### src/rtl/seg7_mux_driver_pkg.sv
// Shared widths and glyph tables for the multiplexed 7-segment driver.
// Glyph bit order is seg[0]=a ... seg[6]=g.
package seg7_mux_driver_pkg;

  localparam int unsigned SEG_W = 7;
  localparam int unsigned NIB_W = 4;

  localparam logic [SEG_W-1:0] BLANK = 7'h00;

  // Glyphs shared by both modes
  localparam logic [SEG_W-1:0] GLYPH_0 = 7'h3F;
  localparam logic [SEG_W-1:0] GLYPH_1 = 7'h06;
  localparam logic [SEG_W-1:0] GLYPH_2 = 7'h5B;
  localparam logic [SEG_W-1:0] GLYPH_3 = 7'h4F;
  localparam logic [SEG_W-1:0] GLYPH_4 = 7'h66;
  localparam logic [SEG_W-1:0] GLYPH_5 = 7'h6D;
  localparam logic [SEG_W-1:0] GLYPH_7 = 7'h07;
  localparam logic [SEG_W-1:0] GLYPH_8 = 7'h7F;

  // LS49-compatible shapes (6 and 9 without tails, odd symbols for 10-15)
  localparam logic [SEG_W-1:0] LS49_6 = 7'h7C;
  localparam logic [SEG_W-1:0] LS49_9 = 7'h67;
  localparam logic [SEG_W-1:0] LS49_A = 7'h58;
  localparam logic [SEG_W-1:0] LS49_B = 7'h4C;
  localparam logic [SEG_W-1:0] LS49_C = 7'h62;
  localparam logic [SEG_W-1:0] LS49_D = 7'h69;
  localparam logic [SEG_W-1:0] LS49_E = 7'h78;
  localparam logic [SEG_W-1:0] LS49_F = BLANK;

  // Hexadecimal shapes
  localparam logic [SEG_W-1:0] HEX_6 = 7'h7D;
  localparam logic [SEG_W-1:0] HEX_9 = 7'h6F;
  localparam logic [SEG_W-1:0] HEX_A = 7'h77;
  localparam logic [SEG_W-1:0] HEX_B = 7'h7C;
  localparam logic [SEG_W-1:0] HEX_C = 7'h39;
  localparam logic [SEG_W-1:0] HEX_D = 7'h5E;
  localparam logic [SEG_W-1:0] HEX_E = 7'h79;
  localparam logic [SEG_W-1:0] HEX_F = 7'h71;

  // Active-high segment pattern for one nibble
  function automatic logic [SEG_W-1:0] seg7_glyph(input logic [NIB_W-1:0] code,
                                                   input logic            hex);
    logic [SEG_W-1:0] g;
    g = BLANK;
    case (code)
      4'h0:    g = GLYPH_0;
      4'h1:    g = GLYPH_1;
      4'h2:    g = GLYPH_2;
      4'h3:    g = GLYPH_3;
      4'h4:    g = GLYPH_4;
      4'h5:    g = GLYPH_5;
      4'h6:    g = hex ? HEX_6 : LS49_6;
      4'h7:    g = GLYPH_7;
      4'h8:    g = GLYPH_8;
      4'h9:    g = hex ? HEX_9 : LS49_9;
      4'hA:    g = hex ? HEX_A : LS49_A;
      4'hB:    g = hex ? HEX_B : LS49_B;
      4'hC:    g = hex ? HEX_C : LS49_C;
      4'hD:    g = hex ? HEX_D : LS49_D;
      4'hE:    g = hex ? HEX_E : LS49_E;
      default: g = hex ? HEX_F : LS49_F;
    endcase
    return g;
  endfunction

endpackage

### src/rtl/seg7_mux_driver_if.sv
// User-side and pin-side signals of the 7-segment driver.
// slave = the driver, master = the logic that feeds it and watches the pins.
interface seg7_mux_driver_if
  import seg7_mux_driver_pkg::*;
#(
  parameter int unsigned DIGITS   = 4,
  parameter int unsigned PWM_BITS = 4
);

  logic [NIB_W*DIGITS-1:0] value;
  logic                    load;
  logic [DIGITS-1:0]       dp_in;
  logic                    bi_n;
  logic                    lz_suppress;
  logic [PWM_BITS-1:0]     brightness;
  logic [SEG_W-1:0]        seg;
  logic                    dp;
  logic [DIGITS-1:0]       digit_en;
  logic                    frame_tick;

  modport master (
    output value, load, dp_in, bi_n, lz_suppress, brightness,
    input  seg, dp, digit_en, frame_tick
  );

  modport slave (
    input  value, load, dp_in, bi_n, lz_suppress, brightness,
    output seg, dp, digit_en, frame_tick
  );

endinterface

### src/rtl/seg7_mux_driver_decode.sv
// Combinational nibble-to-segment decoder; HEX_MODE selects hex or LS49 shapes
// for the codes where the two families differ.
module seg7_decode
  import seg7_mux_driver_pkg::*;
#(
  parameter int unsigned HEX_MODE = 0
) (
  input  logic [NIB_W-1:0] code_i,
  output logic [SEG_W-1:0] glyph_o_c
);

  localparam logic USE_HEX = (HEX_MODE != 0);

  assign glyph_o_c = seg7_glyph(code_i, USE_HEX);

endmodule

### src/rtl/seg7_mux_driver.sv
// Multiplexed DIGITS-wide 7-segment driver: time-slot scan, PWM dimming,
// leading-zero blanking and frame-synchronous display update.
module seg7_mux_driver
  import seg7_mux_driver_pkg::*;
#(
  parameter int unsigned DIGITS      = 4,
  parameter int unsigned SCAN_BITS   = 16,
  parameter int unsigned PWM_BITS    = 4,
  parameter int unsigned HEX_MODE    = 0,
  parameter int unsigned SEG_ACT_LOW = 0,
  parameter int unsigned DIG_ACT_LOW = 1
) (
  input  logic             clk,
  input  logic             rst,
  seg7_mux_driver_if.slave bus
);

  localparam int unsigned IDX_W = $clog2(DIGITS);
  localparam int unsigned VAL_W = NIB_W * DIGITS;

  localparam logic [IDX_W-1:0]  IDX_LAST = IDX_W'(DIGITS - 1);
  localparam logic [SEG_W-1:0]  SEG_OFF  = (SEG_ACT_LOW != 0) ? ~BLANK : BLANK;
  localparam logic              DP_OFF   = (SEG_ACT_LOW != 0);
  localparam logic [DIGITS-1:0] DIG_OFF  = (DIG_ACT_LOW != 0) ? {DIGITS{1'b1}} : {DIGITS{1'b0}};

  logic [SCAN_BITS-1:0] presc_q, presc_d;
  logic [IDX_W-1:0]     idx_q, idx_d;
  logic [VAL_W-1:0]     shadow_val_q, shadow_val_d;
  logic [DIGITS-1:0]    shadow_dp_q, shadow_dp_d;
  logic [VAL_W-1:0]     disp_val_q, disp_val_d;
  logic [DIGITS-1:0]    disp_dp_q, disp_dp_d;
  logic [SEG_W-1:0]     seg_q, seg_d;
  logic                 dp_q, dp_d;
  logic [DIGITS-1:0]    dig_q, dig_d;
  logic                 ftick_q, ftick_d;

  logic                 tick_c;
  logic                 wrap_c;
  logic                 zero_run_c;
  logic [DIGITS-1:0]    lz_mask_c;
  logic [DIGITS-1:0]    slot_c;
  logic [NIB_W-1:0]     nib_c;
  logic                 dp_bit_c;
  logic                 blank_c;
  logic [PWM_BITS-1:0]  duty_pos_c;
  logic                 lit_c;
  logic [SEG_W-1:0]     glyph_c;

  // Scan counters; the shadow already folds in a same-cycle load, so a load
  // coinciding with the frame wrap reaches the display directly.
  always_comb begin
    tick_c       = (presc_q == '1);
    wrap_c       = tick_c && (idx_q == IDX_LAST);
    presc_d      = presc_q + SCAN_BITS'(1);
    idx_d        = idx_q;
    shadow_val_d = shadow_val_q;
    shadow_dp_d  = shadow_dp_q;
    disp_val_d   = disp_val_q;
    disp_dp_d    = disp_dp_q;
    ftick_d      = wrap_c;
    if (tick_c) begin
      idx_d = wrap_c ? '0 : idx_q + IDX_W'(1);
    end
    if (bus.load) begin
      shadow_val_d = bus.value;
      shadow_dp_d  = bus.dp_in;
    end
    if (wrap_c) begin
      disp_val_d = shadow_val_d;
      disp_dp_d  = shadow_dp_d;
    end
  end

  // A digit is a leading zero when it and everything above it is 0 with no dp.
  always_comb begin
    zero_run_c = 1'b1;
    lz_mask_c  = '0;
    slot_c     = '0;
    nib_c      = '0;
    dp_bit_c   = 1'b0;
    for (int k = DIGITS - 1; k >= 0; k--) begin
      zero_run_c   = zero_run_c && (disp_val_q[NIB_W*k +: NIB_W] == '0) && !disp_dp_q[k];
      lz_mask_c[k] = zero_run_c && (k != 0);
    end
    for (int k = 0; k < DIGITS; k++) begin
      if (idx_q == IDX_W'(k)) begin
        slot_c[k] = 1'b1;
        nib_c     = disp_val_q[NIB_W*k +: NIB_W];
        dp_bit_c  = disp_dp_q[k];
      end
    end
    blank_c    = bus.lz_suppress && |(lz_mask_c & slot_c);
    duty_pos_c = presc_q[SCAN_BITS-1 -: PWM_BITS];
    lit_c      = bus.bi_n && (duty_pos_c < bus.brightness);
  end

  seg7_decode #(
    .HEX_MODE (HEX_MODE)
  ) u_decode (
    .code_i    (nib_c),
    .glyph_o_c (glyph_c)
  );

  // Pin polarity applied before the output registers
  always_comb begin
    seg_d = ((lit_c && !blank_c) ? glyph_c : BLANK) ^ SEG_OFF;
    dp_d  = (lit_c && !blank_c && dp_bit_c) ^ DP_OFF;
    dig_d = (lit_c ? slot_c : '0) ^ DIG_OFF;
  end

  always_ff @(posedge clk) begin
    if (rst) begin
      presc_q      <= '0;
      idx_q        <= '0;
      shadow_val_q <= '0;
      shadow_dp_q  <= '0;
      disp_val_q   <= '0;
      disp_dp_q    <= '0;
      seg_q        <= SEG_OFF;
      dp_q         <= DP_OFF;
      dig_q        <= DIG_OFF;
      ftick_q      <= 1'b0;
    end else begin
      presc_q      <= presc_d;
      idx_q        <= idx_d;
      shadow_val_q <= shadow_val_d;
      shadow_dp_q  <= shadow_dp_d;
      disp_val_q   <= disp_val_d;
      disp_dp_q    <= disp_dp_d;
      seg_q        <= seg_d;
      dp_q         <= dp_d;
      dig_q        <= dig_d;
      ftick_q      <= ftick_d;
    end
  end

  assign bus.seg        = seg_q;
  assign bus.dp         = dp_q;
  assign bus.digit_en   = dig_q;
  assign bus.frame_tick = ftick_q;

endmodule
### src/flat_wrapper.sv
// flat-port wrapper written by rule: the top's interface ports become plain ports
module seg7_mux_driver_flat import seg7_mux_driver_pkg::*;
#(
  parameter int unsigned DIGITS      = 4,
  parameter int unsigned SCAN_BITS   = 16,
  parameter int unsigned PWM_BITS    = 4,
  parameter int unsigned HEX_MODE    = 0,
  parameter int unsigned SEG_ACT_LOW = 0,
  parameter int unsigned DIG_ACT_LOW = 1
)
  (clk, rst, bus_value, bus_load, bus_dp_in, bus_bi_n, bus_lz_suppress, bus_brightness, bus_seg, bus_dp, bus_digit_en, bus_frame_tick);
  seg7_mux_driver_if #(.DIGITS(DIGITS), .PWM_BITS(PWM_BITS)) bus_i ();
  input  logic clk;
  input  logic rst;
  input wire logic [$bits(bus_i.value)-1:0] bus_value;
  input wire logic [$bits(bus_i.load)-1:0] bus_load;
  input wire logic [$bits(bus_i.dp_in)-1:0] bus_dp_in;
  input wire logic [$bits(bus_i.bi_n)-1:0] bus_bi_n;
  input wire logic [$bits(bus_i.lz_suppress)-1:0] bus_lz_suppress;
  input wire logic [$bits(bus_i.brightness)-1:0] bus_brightness;
  output wire logic [$bits(bus_i.seg)-1:0] bus_seg;
  output wire logic [$bits(bus_i.dp)-1:0] bus_dp;
  output wire logic [$bits(bus_i.digit_en)-1:0] bus_digit_en;
  output wire logic [$bits(bus_i.frame_tick)-1:0] bus_frame_tick;
  assign bus_i.value = bus_value;
  assign bus_i.load = bus_load;
  assign bus_i.dp_in = bus_dp_in;
  assign bus_i.bi_n = bus_bi_n;
  assign bus_i.lz_suppress = bus_lz_suppress;
  assign bus_i.brightness = bus_brightness;
  assign bus_seg = bus_i.seg;
  assign bus_dp = bus_i.dp;
  assign bus_digit_en = bus_i.digit_en;
  assign bus_frame_tick = bus_i.frame_tick;
  seg7_mux_driver #(.DIGITS(DIGITS), .SCAN_BITS(SCAN_BITS), .PWM_BITS(PWM_BITS), .HEX_MODE(HEX_MODE), .SEG_ACT_LOW(SEG_ACT_LOW), .DIG_ACT_LOW(DIG_ACT_LOW)) u_core (.clk(clk), .rst(rst), .bus(bus_i));
endmodule
### config.mk
export PLATFORM = sky130hd
export DESIGN_NAME = seg7_mux_driver_flat
export DESIGN_NICKNAME = d
export VERILOG_FILES = /design/src/rtl/seg7_mux_driver_pkg.sv /design/src/rtl/seg7_mux_driver_if.sv /design/src/rtl/seg7_mux_driver_decode.sv /design/src/rtl/seg7_mux_driver.sv /design/src/flat_wrapper.sv
export SDC_FILE = /design/constraint.sdc
export NUM_CORES = 1
export LEC_CHECK = 0
export CORE_ASPECT_RATIO = 0.6
export CORE_MARGIN = 5
export CORE_UTILIZATION = 42
export CTS_CLUSTER_DIAMETER = 40
export DETAILED_ROUTE_END_ITERATION = 8
export MAX_ROUTING_LAYER = met4
export PLACE_DENSITY = 0.66
export SETUP_SLACK_MARGIN = 0.4
export SLEW_MARGIN = 30
export SYNTH_ARGS = -nofsm -noshare
export SYNTH_HDL_FRONTEND = slang
export SYNTH_SLANG_ARGS = --single-unit
export TNS_END_PERCENT = 20
### constraint.sdc
create_clock -name clk -period 2 [get_ports clk]
set_input_delay 0.6 -clock clk [delete_from_list [all_inputs] [get_ports clk]]
set_output_delay 0.6 -clock clk [all_outputs]
set_load 0.02 [all_outputs]
Word level (Yosys, flattened, before mapping)
Memory sizes are Yosys's and may differ from the RTL's. A register that Yosys moved wholly into a read port is not among the register bits.
Index checks and enable logic that the tools add are counted.
{"block": "word_totals", "reg_bits": 64, "mem_bits_ro": 112, "input_bits": 29, "out_inout_bits": 13, "mem_count": 1}
{"name": "(name not given)", "depth": 16, "word_bits": 7, "rd": 1, "rd_ports_with_merged_regs": 1, "write_ports": 0, "line": "seg7_mux_driver_pkg.sv:45", "source": "case (code)"}
{"block": "op_classes", "addsub": 2, "magnitude_cmp": 1, "n_eq_ne": 4, "n_mux": 16, "n_bitwise": 3, "reduce_logical": 20}
{"cell": "two-way mux 4 bit", "n": 6}
{"cell": "adder 16 x 1 -> 16 bit, second input constant", "n": 1}
{"cell": "== test 16 bit, second input constant", "n": 1}
{"cell": "two-way mux 16 bit", "n": 1}
{"cell": "logical NOT 4 bit", "n": 3}
{"cell": "logical AND 1 bit", "n": 10}
{"cell": "two-way mux 1 bit", "n": 8}
{"cell": "bitwise AND 4 bit", "n": 1}
{"cell": "== test 2 bit, second input constant", "n": 2}
{"cell": "logical NOT 1 bit", "n": 4}
{"cell": "< comparator 4 bit", "n": 1}
{"cell": "inverter 4 bit", "n": 1}
{"cell": "OR reduction 4 bit", "n": 1}
{"cell": "adder 2 x 1 -> 2 bit, second input constant", "n": 1}
{"cell": "== test 2 x 1 -> 1 bit, second input constant", "n": 1}
{"cell": "logical NOT 2 bit", "n": 1}
{"cell": "two-way mux 2 bit", "n": 1}
{"cell": "OR reduction 2 bit", "n": 1}
{"cell": "inverter 1 bit", "n": 1}

Longest topological paths before layout
Gate-level depths: netlist (run 1).
{"block": "logic_depth", "word_depth": 13, "depth_mapped": 11, "mapped_depth_nobuf": 10}

Cells and area by module
A second synthesis (run 1) with hierarchy kept.
{"block": "unflattened", "hier_cells": 328, "area_unflattened_um2": 3149.3}
{"module": "seg7_mux_driver", "instances": 1, "cells_per_inst": 302, "area_each_um2": 2960.3, "seq_area_each_um2": 1421.4}
{"module": "seg7_decode", "instances": 1, "cells_per_inst": 26, "area_each_um2": 188.9, "seq_area_each_um2": 0.0}

Least setup slack after synthesis (run 1)
OpenSTA, ideal clock, no wires.
{"block": "synth_timing", "path_type": "reg-to-reg", "from": "register u_core.idx_q[0]", "to": "register u_core.seg_q[0], in the netlist u_core.bus.seg[0]", "arrival_ns": 1.899, "required_time_ns": 1.929, "setup_slack_ns": 0.030, "path_stages_with_launch": 10, "n_path_buf": 1, "synth_period_minus_slack_ns": 1.970, "path_cell_list": "dfxtp_1 -> inv_1 -> ha_1 -> buf_2 -> a21oi_1 -> o21ai_0 -> a22o_1 -> ha_1 -> o32a_1 -> a21oi_1"}
{"block": "synth_via", "elab_chain_len": 9, "elab_cells_between_ends": 19, "cone_classes": "eq/ne: 3; mux: 8; bitwise: 2; reduce/logical: 6"}
{"item": "from (decl)", "line": "seg7_mux_driver.sv:27", "source": "logic [IDX_W-1:0] idx_q, idx_d;"}
{"item": "from (signal assigned)", "line": "seg7_mux_driver.sv:125", "source": "idx_q <= idx_d;"}
{"item": "== test 2 x 1 -> 1 bit, or another cell as far along", "line": "seg7_mux_driver.sv:86", "source": "if (idx_q == IDX_W'(k)) begin"}
{"item": "two-way mux 1 bit", "line": "seg7_mux_driver.sv:86"}
{"item": "bitwise AND 4 bit", "line": "seg7_mux_driver.sv:92", "source": "blank_c = bus.lz_suppress && |(lz_mask_c & slot_c);"}
{"item": "OR reduction 4 bit", "line": "seg7_mux_driver.sv:92"}
{"item": "logical AND 1 bit", "line": "seg7_mux_driver.sv:92"}
{"item": "logical NOT 1 bit", "line": "seg7_mux_driver.sv:106", "source": "seg_d = ((lit_c && !blank_c) ? glyph_c : BLANK) ^ SEG_OFF;"}
{"item": "logical AND 1 bit", "line": "seg7_mux_driver.sv:106"}
{"item": "inverter 1 bit (no source line)"}
{"item": "OR reduction 2 bit (no source line)"}
{"item": "to (decl)", "line": "seg7_mux_driver.sv:32", "source": "logic [SEG_W-1:0] seg_q, seg_d;"}
Several ways; a longest one is shown, not always the timed one.
A chain may end at the register's enable or synchronous reset.

Final worst setup path (run 1)
{"block": "layout_timing", "from": "register u_core.idx_q[1]", "to": "register u_core.seg_q[1], in the netlist u_core.bus.seg[1]"}
Same word-level chain as after synthesis.

==> summary.txt, run 1 <==
status -> finished clean
FFs w/ async S/R, synth -> 0%
Die Ht -> 77.4 µm
largest net degree at the start of global routing -> 42
gpl congestion -> 0.799
Initial DRT Pass Iterations -> 4
H-tree levels -> 3
Slew HR -> 72.0%
Syn Nets -> 353
maximum clock frequency -> 511 MHz
final hold violation count -> 0
port bufs -> 41
Synth Register Bits -> 71
clock period minus worst slack -> 1960 ps
post-synthesis sequential area ratio -> 44.7%
dpl cells -> 452
dpl cell area -> 3830 µm²
overall routing resource usage -> 15.8%
Num Clock Sinks -> 71
CP Cell Sequence -> inv_4, ha_4, nand3b_1, a211o_1, buf_4, ha_1, mux2i_1, a221oi_2
FF-to-FF path depth -> 8
Initial Util -> 43.4%
Reg clk slew, reported paths -> 50 ps
Clock Path Buffers -> 2
Routed Antenna Nets -> 0
root buffer cell -> clkbuf_16
Metal-1 WL -> 3680 µm
Critical Path End Type -> flip-flop
HP Class -> flip-flop to flip-flop
Post-synth EDFFs -> 0
Core Region -> 7330 µm²
most frequent cells in the layout -> 66 x dfxtp_1, 51 x nor2_1, 25 x nor2b_1
Crit path required time -> 2200 ps
Final HPWL DP -> 4450 µm
post-layout instance count excluding filler cells -> 483
top sig layer -> met4
synthesis warning total -> 0
clock latency on the worst-skew pair -> 330 ps
Cells after Synth -> 312
Nets -> 416
CP max FO -> 6
RSZ-0062 raised after global routing -> yes
num rows -> 24
synth-to-layout area growth -> 38.0%
vias in the first global route -> 2293
post-route cell area -> 4390 µm²
fin crit share -> 97.8%
first-pass GRT wire length -> 11400 µm
top_reg_cell synth -> dfxtp_1
Critical Path Max Stage Delay -> 400 ps
Max Slew Vio Count -> 0
Layout Skew -> 6.48 ps
fraction of layout instances using a drive strength above 1 -> 25.9%
die area -> 9480 µm²
initial antenna violation count -> 0
worst hold stages -> 1
CP Launch Type -> flip-flop
drt initial violations -> 144
post-synthesis cell type count -> 44
most common cell after layout, fill and taps aside -> dfxtp_1
Max Cap Viol -> 0
DR DRC count -> 0
chip width -> 122 µm
wire length per cell -> 14.0 µm
via count -> 2275
setup violators final -> 0
fillers -> 620
Diodes inserted -> 0
num ports -> 42
Static Leak -> 2.01 nW
CTS tree -> done
syn_area_per_cell -> 10.2 µm²
met2 wire len -> 2640 µm
PD cells -> 721 nW/µm²
slew at the pin with the worst max-slew slack -> 418 ps
vias per cell -> 4.71
Max VDD drop -> 0.000516 V
Cell Area, Synth -> 3180 µm²
drt total wl -> 6750 µm
Crit-path slowest cell -> dfxtp_4
crit path DAT -> 2160 ps
DR WL met3 -> 373 µm
Hold Buf Count CTS -> 0
grt total ovfl -> 0
critical path class -> flip-flop to flip-flop
TritonCTS buffer count -> 9
==> synthesized netlist by cell type, types with 6 or more instances <==
library cell / n / share of area (%)
mux2i_1: 24 / 7.5
ha_1: 12 / 4.7
mux2_4: 19 / 9.0
nand2_1: 13 / 1.5
nor2b_1: 25 / 4.9
clkbuf_1: 6 / 0.71
inv_1: 9 / 1.1
a211oi_1: 7 / 1.7
xor2_1: 11 / 3.0
nand3_1: 7 / 1.1
nor2_1: 51 / 6.0
buf_2: 6 / 0.94
dfxtp_1: 71 / 45
==> per-layer routing <==
layer	track usage, %	vias up
met2	20.1	48
met4	6.48	0
li1	-	1186
met5	-	-
met1	22.6	1034
met3	5.31	7
==> worst max-delay path, delay by kind of cell, from the launching register on <==
| family | cells | cell delay, ps |
|---|---|---|
| AOI/OAI and AO/OA | 2 | 470 |
| DFF | 1 | 400 |
| adders and majority gates | 2 | 380 |
| buffers and inverters | 2 | 220 |
| muxes | 1 | 200 |
| and+or+nand+nor | 1 | 160 |
==> timing repair <==
item | in CTS | in global routing
endpoints found under the hold margin | 0 | 0
buffers inserted | 15 | 1
setup endpoints to repair | 46 | 46
cloned | 0 | 0
pin swaps | 10 | 11
gates resized for setup | 32 | 18
==> final timing paths <==
| kind | start | end | slack [ps] |
|---|---|---|---|
| worst min register to register | u_core.presc_q[0]$_SDFF_PP0_ | u_core.presc_q[0]$_SDFF_PP0_ | 480 |
| worst min-delay path | u_core.presc_q[0]$_SDFF_PP0_ | u_core.presc_q[0]$_SDFF_PP0_ | 480 |
| worst max register to register | u_core.idx_q[1]$_SDFFE_PP0N_ | u_core.bus.seg[1]$_SDFF_PP0_ | 40 |
| worst max-delay path | u_core.idx_q[1]$_SDFFE_PP0N_ | u_core.bus.seg[1]$_SDFF_PP0_ | 40 |
==> layout make-up <==
cell class,count,area [µm²],share of cell area (%)
clock buffer,15,288,6.55
tap,104,130,2.96
sequential,71,1430,32.6
inverter,9,38.8,0.883
timing repair buffer,66,669,15.2
multi-input combinational,218,1830,41.7
==> sequential cells by signal, summed over array words and instances (netlist names) <==
| signal | cells |
|---|---|
| u_core.bus.seg | 7 |
| u_core.bus.frame_tick | 1 |
| u_core.bus.dp | 1 |
| u_core.disp_val_q | 16 |
| u_core.disp_dp_q | 4 |
| u_core.shadow_val_q | 16 |
| u_core.bus.digit_en | 4 |
| u_core.idx_q | 2 |
| u_core.presc_q | 16 |
| u_core.shadow_dp_q | 4 |
==> power breakdown <==
group,switching (mW),total (mW),internal (mW)
Sequential,0.0155,1.47,1.45
Combinational,0.0884,0.196,0.108
Clock,0.537,1.50,0.968
Total,0.640,3.17,2.53
==> through the flow <==
step	TNS (ps)	hold slack, ps	worst slack (ps)	power [mW]	util (%)
2_1_floorplan	0	445	186	1.59	-
3_5_place_dp	-2620	465	-382	1.69	52.3
6_report	0	476	43.3	3.17	59.9
4_1_cts	0	473	80.4	3.21	59.2
3_3_place_gp	-2010	465	-264	1.69	52.3
5_1_grt	-197	495	-53.5	3.30	59.9
==> cell families (layout without fill, tap and decap cells) <==
logic type               Yosys count  count (layout)  synth area share, %
AND/OR/NAND/NOR                  121             121                 20.0
multiplexers                      44              44                 16.9
adder cells (fa/ha/maj)           12              12                 4.72
buffers and inverters             23              90                 3.42
XOR/XNOR                          14              14                 3.85
flip-flops                        71              71                 44.7
AO/OA/AOI/OAI                     27              27                 6.53
Note: power is estimated with default switching activity, not from simulation.
==> inputs of run 2 (changes only) <==
--- a/config.mk
+++ b/config.mk
@@ -5,10 +5,10 @@
 export SDC_FILE = /design/constraint.sdc
 export NUM_CORES = 1
 export LEC_CHECK = 0
-export CORE_ASPECT_RATIO = 0.6
 export CORE_MARGIN = 5
 export CORE_UTILIZATION = 42
 export CTS_CLUSTER_DIAMETER = 40
+export CTS_CLUSTER_SIZE = 16
 export DETAILED_ROUTE_END_ITERATION = 8
 export MAX_ROUTING_LAYER = met4
 export PLACE_DENSITY = 0.66
==> run 2 against run 1 <==
Net effect: global-route usage shrank 1.5 points; sequential cell count unchanged; die area decreased by 0.61%; setup slack improved by 74 ps; critical path depth stayed put; hold slack improved by 39 ps; sequential power is essentially flat; register-to-register slack better by 70 ps; clock-buffer cell count is 4 lower; cell area grew 1.3%; utilization rose by 0.77 points; via count increased by 6.8%; critical path type unchanged; highest routed layer unchanged.
==> summary.txt, run 2 (synthesized netlist as in run 1, its figures left out) <==
status -> finished clean
clock period minus worst slack -> 1880 ps
Core Region -> 7330 µm²
root buffer cell -> clkbuf_8
post-layout instance count excluding filler cells -> 487
Cell Int Power -> 2.33 mW
Final HPWL DP -> 4290 µm
FF-to-FF path depth -> 8
Layout Skew -> 10.3 ps
critical path class -> flip-flop to flip-flop
chip width -> 97.1 µm
Initial DRT Pass Iterations -> 4
final hold violation count -> 0
dpl cells -> 444
hold_sp -> u_core.shadow_val_q[4]$_SDFF_PP0_
vias per cell -> 4.99
Slew HR -> 71.8%
TritonCTS buffer count -> 9
top flop regs -> u_core.disp_val_q (16), u_core.presc_q (16), u_core.shadow_val_q (16)
Static Leak -> 1.89 nW
dpl ws -> -268 ps
grt total ovfl -> 0
Crit path required time -> 2290 ps
P_sw -> 634 µW
clock power share -> 43.7%
met2 wire len -> 3590 µm
Reg2Reg Setup Slack -> 120 ps
first-pass GRT wire length -> 10800 µm
slew at the pin with the worst max-slew slack -> 420 ps
drt total wl -> 7080 µm
wire length per cell -> 14.5 µm
Num Clock Sinks -> 71
die area -> 9420 µm²
CP max FO -> 6
worst reg2reg endpoint -> u_core.bus.seg[0]$_SDFF_PP0_
Worst Setup EP -> u_core.bus.seg[0]$_SDFF_PP0_
vias in the first global route -> 2272
num rows -> 31
top sig layer -> met4
fin crit share -> 94.1%
largest net degree at the start of global routing -> 49
Nets -> 424
setup ws final -> 118 ps
Diodes inserted -> 0
switching part of the total -> 21.4%
Reg power frac -> 49.3%
fillers -> 602
reg-to-reg startpoint -> u_core.idx_q[1]$_SDFFE_PP0N_
HP Class -> flip-flop to flip-flop
Reg clk slew, reported paths -> 80 ps
RSZ-0062 raised after global routing -> yes
Initial Util -> 43.4%
CP Launch Type -> flip-flop
synth-to-layout area growth -> 39.8%
Critical Path End Type -> flip-flop
H-tree levels -> 3
Clock Path Buffers -> 2
DR WL met3 -> 392 µm
crit path DAT -> 2170 ps
fraction of layout instances using a drive strength above 1 -> 29.9%
Max Slew Vio Count -> 0
Max Cap Viol -> 0
port bufs -> 41
maximum clock frequency -> 531 MHz
initial antenna violation count -> 0
final cell utilization of the core -> 60.7%
Routed Antenna Nets -> 0
most frequent cells in the layout -> 64 x dfxtp_1, 50 x nor2_1, 32 x clkdlybuf4s50_1
Die Ht -> 97.1 µm
Metal-1 WL -> 2980 µm
Max VDD drop -> 0.000362 V
worst hold stages -> 2
PD cells -> 666 nW/µm²
CTS tree -> done
gpl congestion -> 0.823
DR DRC count -> 0
overall routing resource usage -> 14.3%
drt initial violations -> 103
num ports -> 42
combinational power share -> 7.0%
clock latency on the worst-skew pair -> 340 ps
setup violators final -> 0
most common cell after layout, fill and taps aside -> dfxtp_1
Worst setup startpoint -> u_core.idx_q[1]$_SDFFE_PP0N_
via count -> 2429
total power -> 2.97 mW
==> run 2: cell count changes in the layout (fill, tap and decap cells not counted), sizes merged <==
cell | before | now
buf | 26 | 31
bufinv | 0 | 2
clkbuf | 16 | 12
clkdlybuf4s15 | 0 | 5
clkdlybuf4s50 | 24 | 32
clkinv | 0 | 1
clkinvlp | 0 | 2
dlygate4sd2 | 3 | 2
dlymetal6s2s | 12 | 1
nand2 | 14 | 16
==> run 2: area by class of cell <==
type	instances	area [µm²]	area share, %
Clock buffer	11	151	3.40
Tap cell	99	124	2.78
Timing Repair Buffer	72	707	15.9
Inverter	9	41.3	0.928
Clock inverter	5	80.1	1.80
Sequential cell	71	1440	32.4
Multi-Input combinational cell	220	1910	42.8
==> run 2: power by group through the flow <==
stage	logic, mW	registers [mW]	clock network, mW
2_1_floorplan	0.0856	1.50	0
3_3_place_gp	0.192	1.50	0
3_5_place_dp	0.195	1.50	0
4_1_cts	0.195	1.46	1.32
5_1_grt	0.227	1.47	1.39
6_report	0.207	1.46	1.30
==> run 2: worst min path at each step <==
stage	endpoint	slack, ps
2_1_floorplan	u_core.presc_q[0]$_SDFF_PP0_	450
3_3_place_gp	u_core.presc_q[0]$_SDFF_PP0_	460
3_5_place_dp	u_core.presc_q[0]$_SDFF_PP0_	470
4_1_cts	u_core.presc_q[0]$_SDFF_PP0_	490
5_1_grt	u_core.presc_q[10]$_SDFF_PP0_	550
6_report	u_core.shadow_val_q[4]$_SDFF_PP0_	520
==> run 2: critical path, stage by stage, from the launching register on <==
cell,delay (ps)
dfxtp_4,360
buf_4,140
ha_4,180
a211oi_2,270
a211o_4,230
buf_6,120
nor2b_4,40
o32a_1,370
a21oi_2,120
==> run 2: timing repair <==
item	in CTS	in global routing
setup buffers	6	18
gates cloned	0	3
gates resized for setup	29	28
hold buffers	0	0
setup endpoints to repair	45	47
pin swaps	14	12
==> run 2: metal layers <==
layer	track usage (%)	vias up
met5	-	-
li1	-	1200
met4	5.40	0
met1	16.9	1152
met2	22.9	66
met3	4.31	11
==> run 2: metrics by stage <==
| stage | cell area [µm²] | hold WS (ps) | setup TNS (ps) |
|---|---|---|---|
| 3_3_place_gp | 3800 | 460 | -1990 |
| 5_1_grt | 4450 | 549 | 0 |
| 6_report | 4450 | 516 | 0 |
| 2_1_floorplan | 3300 | 445 | 0 |
| 4_1_cts | 4140 | 488 | 0 |
| 3_5_place_dp | 3800 | 466 | -2270 |
==> inputs of run 3 (changes only) <==
--- a/config.mk
+++ b/config.mk
@@ -8,7 +8,6 @@
 export CORE_MARGIN = 5
 export CORE_UTILIZATION = 42
 export CTS_CLUSTER_DIAMETER = 40
-export CTS_CLUSTER_SIZE = 16
 export DETAILED_ROUTE_END_ITERATION = 8
 export MAX_ROUTING_LAYER = met4
 export PLACE_DENSITY = 0.66
==> results of run 3 <==
No change in the layout: final DEF, timing and power equal those of run 2.
